<file path="src/rtl/decode_stage_if.sv">
// Fetch-to-execute handshake bundle for decode_stage: raw instruction in,
// decoded control/immediate fields out, each side on valid/ready.
interface decode_stage_if #(parameter int XLEN = 32);
   logic            in_valid;
   logic            in_ready;
   logic [31:0]     in_inst;
   logic            out_valid;
   logic            out_ready;
   logic [3:0]      out_alu_op;
   logic            out_use_imm;
   logic [XLEN-1:0] out_imm;
   logic [4:0]      out_rs1;
   logic [4:0]      out_rs2;
   logic [4:0]      out_rd;
   logic            out_rd_we;
   logic            out_branch;
   logic [2:0]      out_br_cond;
   logic            out_illegal;

   modport master (
      output in_valid, in_inst, out_ready,
      input  in_ready, out_valid, out_alu_op, out_use_imm, out_imm,
             out_rs1, out_rs2, out_rd, out_rd_we, out_branch, out_br_cond, out_illegal
   );

   modport slave (
      input  in_valid, in_inst, out_ready,
      output in_ready, out_valid, out_alu_op, out_use_imm, out_imm,
             out_rs1, out_rs2, out_rd, out_rd_we, out_branch, out_br_cond, out_illegal
   );
endinterface

</file>
<file path="src/rtl/decode_stage.sv">
// Registered RV decode for OP/OP-IMM/BRANCH/LUI with an output register plus
// one skid entry, so in_ready depends only on local state.
module decode_stage #(
   parameter int XLEN     = 32,
   parameter bit FULL_ALU = 1'b1
) (
   input  logic          clk,
   input  logic          reset_n,
   input  logic          flush,
   decode_stage_if.slave bus
);

   localparam logic [4:0] OPC_OP     = 5'b01100;
   localparam logic [4:0] OPC_OPIMM  = 5'b00100;
   localparam logic [4:0] OPC_BRANCH = 5'b11000;
   localparam logic [4:0] OPC_LUI    = 5'b01101;
   localparam logic [6:0] F7_ALT     = 7'b0100000;

   typedef enum logic [3:0] {
      ALU_ADD = 4'd0, ALU_SUB = 4'd1, ALU_SLL = 4'd2, ALU_SLT = 4'd3,
      ALU_SLTU = 4'd4, ALU_XOR = 4'd5, ALU_SRL = 4'd6, ALU_SRA = 4'd7,
      ALU_OR = 4'd8, ALU_AND = 4'd9, ALU_PASSIMM = 4'd10
   } alu_e;

   typedef struct packed {
      logic [3:0]      alu_op;
      logic            use_imm;
      logic [XLEN-1:0] imm;
      logic [4:0]      rs1;
      logic [4:0]      rs2;
      logic [4:0]      rd;
      logic            rd_we;
      logic            branch;
      logic [2:0]      br_cond;
      logic            illegal;
   } dec_t;

   // ALU op for the funct3 codes that only exist in the full ALU set
   function automatic logic [3:0] full_op(input logic [2:0] f3);
      case (f3)
         3'b010:  full_op = ALU_SLT;
         3'b011:  full_op = ALU_SLTU;
         3'b100:  full_op = ALU_XOR;
         3'b110:  full_op = ALU_OR;
         default: full_op = ALU_AND;
      endcase
   endfunction

   logic [31:0]     inst;
   logic [4:0]      opc;
   logic [2:0]      f3;
   logic [6:0]      f7;
   logic [XLEN-1:0] imm_i, imm_b, imm_u, imm_sh;
   logic            sh_hi_bad;

   assign inst      = bus.in_inst;
   assign opc       = inst[6:2];
   assign f3        = inst[14:12];
   assign f7        = inst[31:25];
   assign imm_i     = {{(XLEN-11){inst[31]}}, inst[30:20]};
   assign imm_b     = {{(XLEN-12){inst[31]}}, inst[7], inst[30:25], inst[11:8], 1'b0};
   assign imm_u     = {{(XLEN-31){inst[31]}}, inst[30:12], 12'h000};
   assign imm_sh    = {{(XLEN-6){1'b0}}, (XLEN == 64) ? inst[25] : 1'b0, inst[24:20]};
   // shamt bit 5 only exists on RV64
   assign sh_hi_bad = (XLEN == 32) && inst[25];

   dec_t dec;
   logic ill;

   always_comb begin
      dec         = '0;
      ill         = 1'b0;
      dec.rs1     = inst[19:15];
      dec.rs2     = inst[24:20];
      dec.rd      = inst[11:7];
      dec.br_cond = f3;
      case (opc)
         OPC_OP: begin
            dec.rd_we = 1'b1;
            case (f3)
               3'b000: begin
                  if (f7 == 7'h00)        dec.alu_op = ALU_ADD;
                  else if (f7 == F7_ALT)  dec.alu_op = ALU_SUB;
                  else                    ill = 1'b1;
               end
               3'b001: begin
                  dec.alu_op = ALU_SLL;
                  ill        = (f7 != 7'h00);
               end
               3'b101: begin
                  if (f7 == 7'h00)        dec.alu_op = ALU_SRL;
                  else if (f7 == F7_ALT)  dec.alu_op = ALU_SRA;
                  else                    ill = 1'b1;
               end
               default: begin
                  dec.alu_op = full_op(f3);
                  ill        = (f7 != 7'h00) || !FULL_ALU;
               end
            endcase
         end
         OPC_OPIMM: begin
            dec.rd_we   = 1'b1;
            dec.use_imm = 1'b1;
            dec.imm     = imm_i;
            case (f3)
               3'b000: dec.alu_op = ALU_ADD;
               3'b001: begin
                  dec.alu_op = ALU_SLL;
                  dec.imm    = imm_sh;
                  ill        = (inst[31:26] != 6'b000000) || sh_hi_bad;
               end
               3'b101: begin
                  dec.imm = imm_sh;
                  if (inst[31:26] == 6'b000000)       dec.alu_op = ALU_SRL;
                  else if (inst[31:26] == 6'b010000)  dec.alu_op = ALU_SRA;
                  else                                ill = 1'b1;
                  if (sh_hi_bad) ill = 1'b1;
               end
               default: begin
                  dec.alu_op = full_op(f3);
                  ill        = !FULL_ALU;
               end
            endcase
         end
         OPC_BRANCH: begin
            dec.alu_op = ALU_SUB;
            dec.branch = 1'b1;
            dec.imm    = imm_b;
            ill        = (f3[2:1] == 2'b01) || (f3[2] && !FULL_ALU);
         end
         OPC_LUI: begin
            dec.alu_op  = ALU_PASSIMM;
            dec.use_imm = 1'b1;
            dec.rd_we   = 1'b1;
            dec.imm     = imm_u;
         end
         default: ill = 1'b1;
      endcase
      if (inst[1:0] != 2'b11) ill = 1'b1;
      if (ill) begin
         dec.rd_we  = 1'b0;
         dec.branch = 1'b0;
      end
      dec.illegal = ill;
   end

   dec_t out_q, skid_q;
   logic out_v, skid_v;
   logic accept, drain;

   assign accept = bus.in_valid && !skid_v && !flush;
   assign drain  = out_v && bus.out_ready;

   // skid only fills while the output register is held, so skid_v implies out_v
   always_ff @(posedge clk or negedge reset_n) begin
      if (!reset_n) begin
         out_v  <= 1'b0;
         skid_v <= 1'b0;
         out_q  <= '0;
         skid_q <= '0;
      end else if (flush) begin
         out_v  <= 1'b0;
         skid_v <= 1'b0;
      end else if (!out_v || drain) begin
         if (skid_v) begin
            out_q  <= skid_q;
            out_v  <= 1'b1;
            skid_v <= 1'b0;
         end else begin
            out_v <= accept;
            if (accept) out_q <= dec;
         end
      end else if (accept) begin
         skid_q <= dec;
         skid_v <= 1'b1;
      end
   end

   assign bus.in_ready    = !skid_v;
   assign bus.out_valid   = out_v;
   assign bus.out_alu_op  = out_q.alu_op;
   assign bus.out_use_imm = out_q.use_imm;
   assign bus.out_imm     = out_q.imm;
   assign bus.out_rs1     = out_q.rs1;
   assign bus.out_rs2     = out_q.rs2;
   assign bus.out_rd      = out_q.rd;
   assign bus.out_rd_we   = out_q.rd_we;
   assign bus.out_branch  = out_q.branch;
   assign bus.out_br_cond = out_q.br_cond;
   assign bus.out_illegal = out_q.illegal;

endmodule

</file>
<file path="src/flat_wrapper.sv">
// flat-port wrapper written by rule: the top's interface ports become plain ports
module decode_stage_flat 
#(
   parameter int XLEN     = 32,
   parameter bit FULL_ALU = 1'b1
)
  (clk, reset_n, flush, bus_in_valid, bus_in_inst, bus_out_ready, bus_in_ready, bus_out_valid, bus_out_alu_op, bus_out_use_imm, bus_out_imm, bus_out_rs1, bus_out_rs2, bus_out_rd, bus_out_rd_we, bus_out_branch, bus_out_br_cond, bus_out_illegal);
  decode_stage_if #(.XLEN(XLEN)) bus_i ();
  input  logic clk;
  input  logic reset_n;
  input  logic flush;
  input wire logic [$bits(bus_i.in_valid)-1:0] bus_in_valid;
  input wire logic [$bits(bus_i.in_inst)-1:0] bus_in_inst;
  input wire logic [$bits(bus_i.out_ready)-1:0] bus_out_ready;
  output wire logic [$bits(bus_i.in_ready)-1:0] bus_in_ready;
  output wire logic [$bits(bus_i.out_valid)-1:0] bus_out_valid;
  output wire logic [$bits(bus_i.out_alu_op)-1:0] bus_out_alu_op;
  output wire logic [$bits(bus_i.out_use_imm)-1:0] bus_out_use_imm;
  output wire logic [$bits(bus_i.out_imm)-1:0] bus_out_imm;
  output wire logic [$bits(bus_i.out_rs1)-1:0] bus_out_rs1;
  output wire logic [$bits(bus_i.out_rs2)-1:0] bus_out_rs2;
  output wire logic [$bits(bus_i.out_rd)-1:0] bus_out_rd;
  output wire logic [$bits(bus_i.out_rd_we)-1:0] bus_out_rd_we;
  output wire logic [$bits(bus_i.out_branch)-1:0] bus_out_branch;
  output wire logic [$bits(bus_i.out_br_cond)-1:0] bus_out_br_cond;
  output wire logic [$bits(bus_i.out_illegal)-1:0] bus_out_illegal;
  assign bus_i.in_valid = bus_in_valid;
  assign bus_i.in_inst = bus_in_inst;
  assign bus_i.out_ready = bus_out_ready;
  assign bus_in_ready = bus_i.in_ready;
  assign bus_out_valid = bus_i.out_valid;
  assign bus_out_alu_op = bus_i.out_alu_op;
  assign bus_out_use_imm = bus_i.out_use_imm;
  assign bus_out_imm = bus_i.out_imm;
  assign bus_out_rs1 = bus_i.out_rs1;
  assign bus_out_rs2 = bus_i.out_rs2;
  assign bus_out_rd = bus_i.out_rd;
  assign bus_out_rd_we = bus_i.out_rd_we;
  assign bus_out_branch = bus_i.out_branch;
  assign bus_out_br_cond = bus_i.out_br_cond;
  assign bus_out_illegal = bus_i.out_illegal;
  decode_stage #(.XLEN(XLEN), .FULL_ALU(FULL_ALU)) u_core (.clk(clk), .reset_n(reset_n), .flush(flush), .bus(bus_i));
endmodule
</file>
<file path="config.mk">
export PLATFORM = sky130hd
export DESIGN_NAME = decode_stage_flat
export DESIGN_NICKNAME = d
export VERILOG_FILES = /design/src/rtl/decode_stage_if.sv /design/src/rtl/decode_stage.sv /design/src/flat_wrapper.sv
export SDC_FILE = /design/constraint.sdc
export NUM_CORES = 1
export LEC_CHECK = 0
export BUFFER_PORTS_ARGS = -buffer_cell sky130_fd_sc_hd__buf_4
export CORE_MARGIN = 1.5
export CORE_UTILIZATION = 40
export CTS_CLUSTER_SIZE = 10
export DETAILED_ROUTE_END_ITERATION = 10
export GPL_TIMING_DRIVEN = 0
export PLACE_DENSITY = 0.6
export SYNTH_ARGS = -nofsm -noshare
export SYNTH_HDL_FRONTEND = slang
export SYNTH_SLANG_ARGS = --single-unit
export TNS_END_PERCENT = 1
</file>
<file path="constraint.sdc">
create_clock -name clk -period 2.25 [get_ports clk]
set_input_delay 0.45 -clock clk [delete_from_list [all_inputs] [get_ports clk]]
set_output_delay 0.45 -clock clk [all_outputs]
set_load 0.01 [all_outputs]
</file>
==> reports/qor.json, run 1 <==
{
  "outcome": {
    "run_status": "finished clean"
  },
  "worst_setup_path": {
    "arrival_time_reported_for_the_critical_path_endpoint_ns": 2.50,
    "critical_path.reg2reg.endpoint": "u_core.bus.out_imm[20]",
    "criticalPathCategory": "flop to flop",
    "regToRegSetupSlack_ns": 0.05,
    "ff2ff_path_depth": 6,
    "critPathTopFamily": "simple AND/OR/NAND/NOR gates",
    "startpoint_of_the_worst_slack_reg_to_reg_timing_path": "u_core.bus.out_valid",
    "path_buf_inv": 1,
    "timing.critical_path.fanout_max": 10,
    "crit_path_max_incr_delay_ns": 0.55,
    "slowest_stage": "nor3_1",
    "crit_chain": "nor2b_1, nor3_1, nand2_1, a21oi_4, buf_6, a21oi_1",
    "cp_data_required_time_ns": 2.54,
    "start_kind": "flop",
    "end_kind": "flop"
  },
  "clock_network": {
    "postCtsSetupBuffers": 0,
    "cts.htree.levels": 4,
    "cts_buffers": 17,
    "cts_max_path_buffers": 2,
    "numClockSinks": 118,
    "clkTransAtPathRegs_ns": 0.05,
    "root_buffer": "clkbuf_16",
    "cts_tree": "built",
    "insertion_delay_ns": 0.42
  },
  "cells_and_area": {
    "post_route_cells_drive_above_1_share_pct": 21.9,
    "nets": 715,
    "final-seq-area_um2": 2950,
    "area_delta_synth_final_pct": 29.9,
    "diodes": 0,
    "cell_area_after_layout_um2": 6840,
    "multi_input_gate_area_um2": 2110,
    "layout.filler_cells": 1198
  },
  "logic_synthesis": {
    "syn_nets": 600,
    "async_reset_ff_share_pct": 100,
    "ys_seq_elements": 118,
    "synth-main-ff-cell": "dfrtp_1",
    "netlist.area_leader.share_pct": 56.1,
    "synth-edff-count": 0,
    "synth_seq_area_share_pct": 56.1,
    "synthesis.area_um2": 5260,
    "postSynthCellCount": 563,
    "yosysUniqueCellTypes": 37,
    "yosys_top_cell_by_area": "dfrtp_1",
    "synth_top_cells_by_area": "dfrtp_1, nand2_1, o21ai_0",
    "yosys_warnings": 0,
    "synth.avg_cell_area_um2": 9.35
  },
  "routing": {
    "viasPerCell": 5.33,
    "drt_pass1_iterations": 5,
    "via_count": 4604,
    "drt_wl_total_mm": 15.3,
    "drtAntennaViolNets": 0,
    "wire_per_inst_um": 17.7,
    "drc_violations_left": 0,
    "initialDrtViolationCount": 354
  },
  "die": {
    "die_width_um": 118,
    "initial_core_util_pct": 41.4,
    "std_cell_rows": 41,
    "design.die.area_um2": 13900,
    "core_region_area_um2": 12700,
    "die_h_um": 118,
    "ios": 97
  },
  "timing": {
    "grt_setup_unrepaired": "true",
    "timing.final.setup_violations": 0,
    "max_slew.worst_pin.slew_ns": 0.779,
    "timing.final.crit_share_pct": 98.0,
    "finalHoldWorstSlack_ns": 0.223,
    "report.final.slew_viol_count": 0,
    "max_freq_mhz": 454,
    "final-hold-violation-count": 0,
    "clock-skew-final_ns": 0.00573,
    "slew-limit-headroom_pct": 48.1,
    "fin_crit_ns": 2.20
  },
  "grt": {
    "vias_in_the_first_global_route": 4651,
    "global_route_total_usage_across_every_layer_pct": 23.3,
    "grt_pass1_wl_mm": 25.1,
    "antenna_found_initial": 0,
    "overflow": 0,
    "grt_start_max_net_pins": 75
  },
  "place": {
    "dpl-instance-area_um2": 6220,
    "numPortBuffers": 95,
    "detailed_place_hpwl_mm": 10.8,
    "finalWeightedCongestion": 0.858
  },
  "pwr": {
    "power.density_cell_area_nw_per_um2": 914,
    "totalPowerFinal_mw": 6.25,
    "power.leakage_nw": 3.07,
    "vdd_drop_max_mv": 0.536
  },
  "worst_hold_path": {
    "hold-path-cell-count": 2,
    "worst_hold_startpoint": "flush",
    "min_path_type": "input pin to flop",
    "worstHoldEndpoint": "u_core.bus.out_valid"
  },
  "run": {
    "max-cap-violations": 0
  }
}
-- state kept, by name, indices dropped and copies added, names as in the netlist --
name,flops
u_core.skid_q,58
u_core.bus.out_imm,32
u_core.bus.out_rd,5
u_core.bus.out_rs1,5
u_core.bus.out_rs2,5
u_core.bus.out_alu_op,4
u_core.bus.out_br_cond,3
u_core.bus.out_branch,1
u_core.bus.out_illegal,1
u_core.bus.out_rd_we,1
u_core.bus.out_use_imm,1
u_core.bus.out_valid,1
u_core.skid_v,1
-- cell type report --
| cell class | count | area share (%) |
|---|---|---|
| flip-flops and latches | 118 | 43.2 |
| repair buffers | 97 | 11.0 |
| clock inverters | 13 | 2.27 |
| multi-input cells | 398 | 30.8 |
| well taps | 172 | 3.15 |
| inverters | 6 | 0.329 |
| plain buffers | 40 | 2.63 |
| clock buffers | 19 | 6.62 |
-- synth_stat cells (3+ instances only) --
cell and n:
or3_1 21, nor2_1 27, nand2_1 127, clkbuf_1 33
nor2b_1 3, a21oi_1 51, nor3_1 5, and3_1 11
o21ai_0 81, nand3_1 6, buf_6 3, a211oi_1 3
a22oi_1 5, nand2b_1 4, mux2i_1 18, mux2_2 6
dfrtp_1 118, buf_2 5, o22ai_1 5, a31oi_1 3
inv_1 6
-- per-stage QoR --
step           setup TNS [ns]  instances  setup slack [ns]  util [%]
4_1_cts                     0        863            0.0743      53.7
3_3_place_gp            -1.27        830            -0.159      48.7
5_1_grt                -0.678        863           -0.0622      53.8
6_report                    0        863            0.0461      53.8
3_5_place_dp           -0.926        831            -0.125      48.9
2_1_floorplan               0        563             0.404         -
-- routing by layer --
layer	vias up	global-route usage (%)	part of all wire, %
li1	2174	-	-
met3	16	5.62	5.8
met1	2254	32.4	46
met2	160	35.5	46
met5	-	0	0
met4	0	8.46	1.4
-- power by group --
| part | internal (mW) | switching [mW] | leakage [nW] |
|---|---|---|---|
| Clock | 1.79 | 0.970 | 0.283 |
| Combinational | 0.398 | 0.480 | 1.29 |
| Sequential | 2.44 | 0.178 | 1.50 |
| Total | 4.62 | 1.63 | 3.07 |
-- worst max path at each step --
| stage | from | to | cells after the start |
|---|---|---|---|
| 2_1_floorplan | bus_in_inst[12] | u_core.skid_q[33] | 8 |
| 3_3_place_gp | bus_out_ready | u_core.bus.out_imm[25] | 7 |
| 3_5_place_dp | bus_out_ready | u_core.bus.out_imm[28] | 7 |
| 4_1_cts | u_core.bus.out_valid | u_core.bus.out_imm[4] | 4 |
| 5_1_grt | u_core.skid_v | u_core.bus.out_rd_we | 7 |
| 6_report | u_core.bus.out_valid | u_core.bus.out_imm[20] | 6 |
-- timing repair --
item,in CTS,in global routing
resized for setup,0,5
hold buffers,1,0
endpoints found under the hold margin,44,0
endpoints found under the setup margin,9,29
-- kinds of logic after synthesis --
logic type / after synthesis / share of synthesized area, %
AND/OR/NAND/NOR: 212 / 18.1
buffers and inverters: 47 / 3.90
AO/OA/AOI/OAI: 159 / 16.7
XOR/XNOR: 2 / 0.333
flip-flops: 118 / 56.1
adder cells (fa/ha/maj): 1 / 0.190
multiplexers: 24 / 4.71
-- cell usage in the layout (no fill, tap or decap), types with 5 or more instances in the layout --
| cell type | count |
|---|---|
| a22oi_1 | 5 |
| a21oi_1 | 51 |
| nor2_1 | 27 |
| clkbuf_1 | 28 |
| and3_1 | 11 |
| buf_4 | 94 |
| nand3_1 | 6 |
| o21ai_0 | 81 |
| mux2_2 | 6 |
| buf_2 | 5 |
| dfrtp_1 | 118 |
| mux2i_1 | 18 |
| inv_1 | 6 |
| clkinvlp_4 | 6 |
| nand2_1 | 127 |
| clkbuf_16 | 17 |
| or3_1 | 21 |
| nor3_1 | 5 |
| o22ai_1 | 5 |
Power figures use the tool's default switching activity.
==> inputs of run 2 (changes only) <==
--- a/config.mk
+++ b/config.mk
@@ -8,10 +8,11 @@
 export BUFFER_PORTS_ARGS = -buffer_cell sky130_fd_sc_hd__buf_4
 export CORE_MARGIN = 1.5
 export CORE_UTILIZATION = 40
-export CTS_CLUSTER_SIZE = 10
+export CTS_CLUSTER_SIZE = 16
 export DETAILED_ROUTE_END_ITERATION = 10
 export GPL_TIMING_DRIVEN = 0
 export PLACE_DENSITY = 0.6
+export REMOVE_ABC_BUFFERS = 1
 export SYNTH_ARGS = -nofsm -noshare
 export SYNTH_HDL_FRONTEND = slang
 export SYNTH_SLANG_ARGS = --single-unit
==> reports/qor.json, run 2 (same netlist as run 1, synthesis figures left out) <==
{
  "outcome": {
    "run_status": "finished clean"
  },
  "grt": {
    "global_route_total_usage_across_every_layer": {"value": 20.7, "unit": "%", "change": "-2.6 points"},
    "grt_start_max_net_pins": {"value": 73, "change": "-2.7%"},
    "grt_pass1_wl": {"value": 22.3, "unit": "mm", "change": "-11%"},
    "vias_in_the_first_global_route": {"value": 4337, "change": "-6.8%"},
    "antenna_found_initial": {"value": 0, "change": "unchanged"},
    "overflow": {"value": 0, "change": "unchanged"}
  },
  "clock_network": {
    "cts.htree.levels": {"value": 4, "change": "unchanged"},
    "cts_tree": "built",
    "cts_buffers": {"value": 17, "change": "unchanged"},
    "clkTransAtPathRegs": {"value": 0.06, "unit": "ns", "change": "about the same"},
    "cts_max_path_buffers": {"value": 2, "change": "unchanged"},
    "insertion_delay": {"value": 0.41, "unit": "ns", "change": "about the same"},
    "root_buffer": "clkbuf_16",
    "numClockSinks": {"value": 118, "change": "unchanged"}
  },
  "routing": {
    "wl_met2": {"value": 6.88, "unit": "mm", "change": "-3.4%"},
    "drc_violations_left": {"value": 0, "change": "unchanged"},
    "drt_wl_total": {"value": 13.9, "unit": "mm", "change": "-9.4%"},
    "via_count": {"value": 4386, "change": "-4.7%"},
    "initialDrtViolationCount": {"value": 275, "change": "-22%"},
    "viasPerCell": {"value": 5.24, "change": "-1.8%"},
    "maxUsedRoutingLayer": "met4",
    "drt_pass1_iterations": {"value": 4, "change": "-1"},
    "wire_per_inst": {"value": 16.6, "unit": "um", "change": "-6.6%"},
    "route.met3.wl": {"value": 602, "unit": "um", "change": "-32%"},
    "drtAntennaViolNets": {"value": 0, "change": "unchanged"},
    "wl_met1": {"value": 6.18, "unit": "mm", "change": "-13%"}
  },
  "timing": {
    "timing.final.setup_violations": {"value": 0, "change": "unchanged"},
    "timing.final.crit_share": {"value": 92.2, "unit": "%", "change": "-5.8 points"},
    "grt_setup_unrepaired": "false",
    "max_freq": {"value": 482, "unit": "MHz", "change": "+6.3%"},
    "fin_crit": {"value": 2.07, "unit": "ns", "change": "-0.130 ns"},
    "max_slew.worst_pin.slew": {"value": 1.13, "unit": "ns", "change": "+0.350 ns"},
    "slew-limit-headroom": {"value": 24.7, "unit": "%", "change": "-23 points"},
    "report.final.slew_viol_count": {"value": 0, "change": "unchanged"},
    "clock-skew-final": {"value": 0.00862, "unit": "ns", "change": "+0.00289 ns"},
    "final-hold-violation-count": {"value": 0, "change": "unchanged"}
  },
  "cells_and_area": {
    "diodes": {"value": 0, "change": "unchanged"},
    "max_ffs_per_register": {"value": 58, "change": "unchanged"},
    "area_delta_synth_final_pct": 30.1,
    "layout_commonest_cell": "nand2_1",
    "top_reg_by_flops": "u_core.skid_q",
    "instances_no_fill": {"value": 837, "change": "-3.0%"},
    "layout.filler_cells": {"value": 1218, "change": "+1.7%"},
    "nets": {"value": 689, "change": "-3.6%"},
    "most-common-layout-cells": "nand2_1, dfrtp_1, buf_4",
    "post_route_cells_drive_above_1_share": {"value": 23.8, "unit": "%", "change": "+1.9 points"}
  },
  "worst_hold_path": {
    "min_path_type": "input pin to flop"
  },
  "run": {
    "max-cap-violations": {"value": 0, "change": "unchanged"}
  },
  "pwr": {
    "power.density_cell_area": {"value": 881, "unit": "nW/um2", "change": "-3.7%"},
    "totalPowerFinal": {"value": 6.03, "unit": "mW", "change": "-3.5%"},
    "power.leakage": {"value": 3.08, "unit": "nW", "change": "+0.17%"},
    "vdd_drop_max": {"value": 0.426, "unit": "mV", "change": "-20%"}
  },
  "worst_setup_path": {
    "timing.critical_path.fanout_max": {"value": 40, "change": "+30"},
    "criticalPathCategory": "flop to flop",
    "cp_data_required_time": {"value": 2.54, "unit": "ns", "change": "about the same"},
    "arrival_time_reported_for_the_critical_path_endpoint": {"value": 2.36, "unit": "ns", "change": "-0.14 ns"},
    "start_kind": "flop",
    "end_kind": "flop"
  },
  "die": {
    "ios": {"value": 97, "change": "unchanged"},
    "core_region_area": {"value": 12700, "unit": "um2", "change": "unchanged"},
    "design.die.area": {"value": 13900, "unit": "um2", "change": "unchanged"},
    "initial_core_util": {"value": 41.4, "unit": "%", "change": "unchanged"},
    "die_width": {"value": 118, "unit": "um", "change": "unchanged"},
    "die_h": {"value": 118, "unit": "um", "change": "unchanged"},
    "std_cell_rows": {"value": 41, "change": "unchanged"}
  },
  "place": {
    "finalWeightedCongestion": {"value": 0.747, "change": "-13%"},
    "numPortBuffers": {"value": 96, "change": "+1.1%"},
    "detailed_place_hpwl": {"value": 8.63, "unit": "mm", "change": "-20%"},
    "inst_count_dp": {"value": 798, "change": "-4.0%"}
  }
}
-- run 2: final timing paths --
path	cells after the start	to	startpoint	slack [ns]
max reg2reg	7	u_core.bus.out_imm[29]	u_core.skid_v	0.18
min in group asynchronous	2	u_core.skid_q[23]	reset_n	0.54
min reg2reg	2	u_core.skid_q[28]	u_core.skid_q[28]	0.47
max	7	u_core.bus.out_imm[29]	u_core.skid_v	0.18
max in group asynchronous	3	u_core.skid_q[37]	reset_n	1.01
min	3	u_core.skid_q[10]	bus_in_inst[11]	0.25
-- run 2: timing repair --
| action | in CTS | in global routing |
|---|---|---|
| resized for setup | 9 | 0 |
| hold buffers | 1 | 0 |
| endpoints found under the setup margin | 62 | 42 |
| cloned | 1 | 0 |
| hold endpoints to repair | 46 | 0 |
| buffers inserted | 3 | 2 |
-- run 2: cell type report --
class                           instances  area [um2]  area share [%]
Tap cell                              172         215            3.14
Sequential cell                       118        2960            43.2
Timing Repair inverter                  1        5.00          0.0731
Inverter                                6        26.3           0.384
Multi-Input combinational cell        398        2150            31.4
Timing Repair Buffer                  110         933            13.6
Clock buffer                           29         520            7.60
Clock inverter                          3        40.0           0.585
-- run 2: critical path, stage by stage (launching register included) --
cell and delay (ns):
dfrtp_4 0.45, buf_12 0.20, nor2_2 0.10, or3_4 0.50
buf_12 0.24, or3_1 0.31, o21ai_0 0.09, a21oi_1 0.06
-- run 2: routing by layer --
| metal | up-vias | global-route usage (%) |
|---|---|---|
| li1 | 2112 | - |
| met1 | 2161 | 25.4 |
| met2 | 97 | 35.3 |
| met3 | 16 | 5.09 |
| met4 | 0 | 7.70 |
| met5 | - | 0 |
-- run 2: power breakdown --
group          switching (mW)  internal, mW  leakage [nW]
clock                   0.882          1.66         0.276
combinational           0.472         0.411          1.30
sequential              0.164          2.44          1.50
total                    1.52          4.51          3.08
-- run 2: per-stage QoR --
stage / area, um2 / hold slack, ns / TNS, ns / utilization [%] / worst slack [ns]
after CTS: 6830 / 0.233 / -1.13 / 53.7 / -0.0832
final: 6850 / 0.250 / 0 / 53.8 / 0.176
after floorplan: 5080 / 0.154 / -129.35 / - / -2.42
after detailed placement: 6170 / 0.413 / -28.75 / 48.5 / -0.794
after global routing: 6850 / 0.244 / 0 / 53.8 / 0.0436
after global placement: 6020 / 0.454 / -364.50 / 47.3 / -6.17
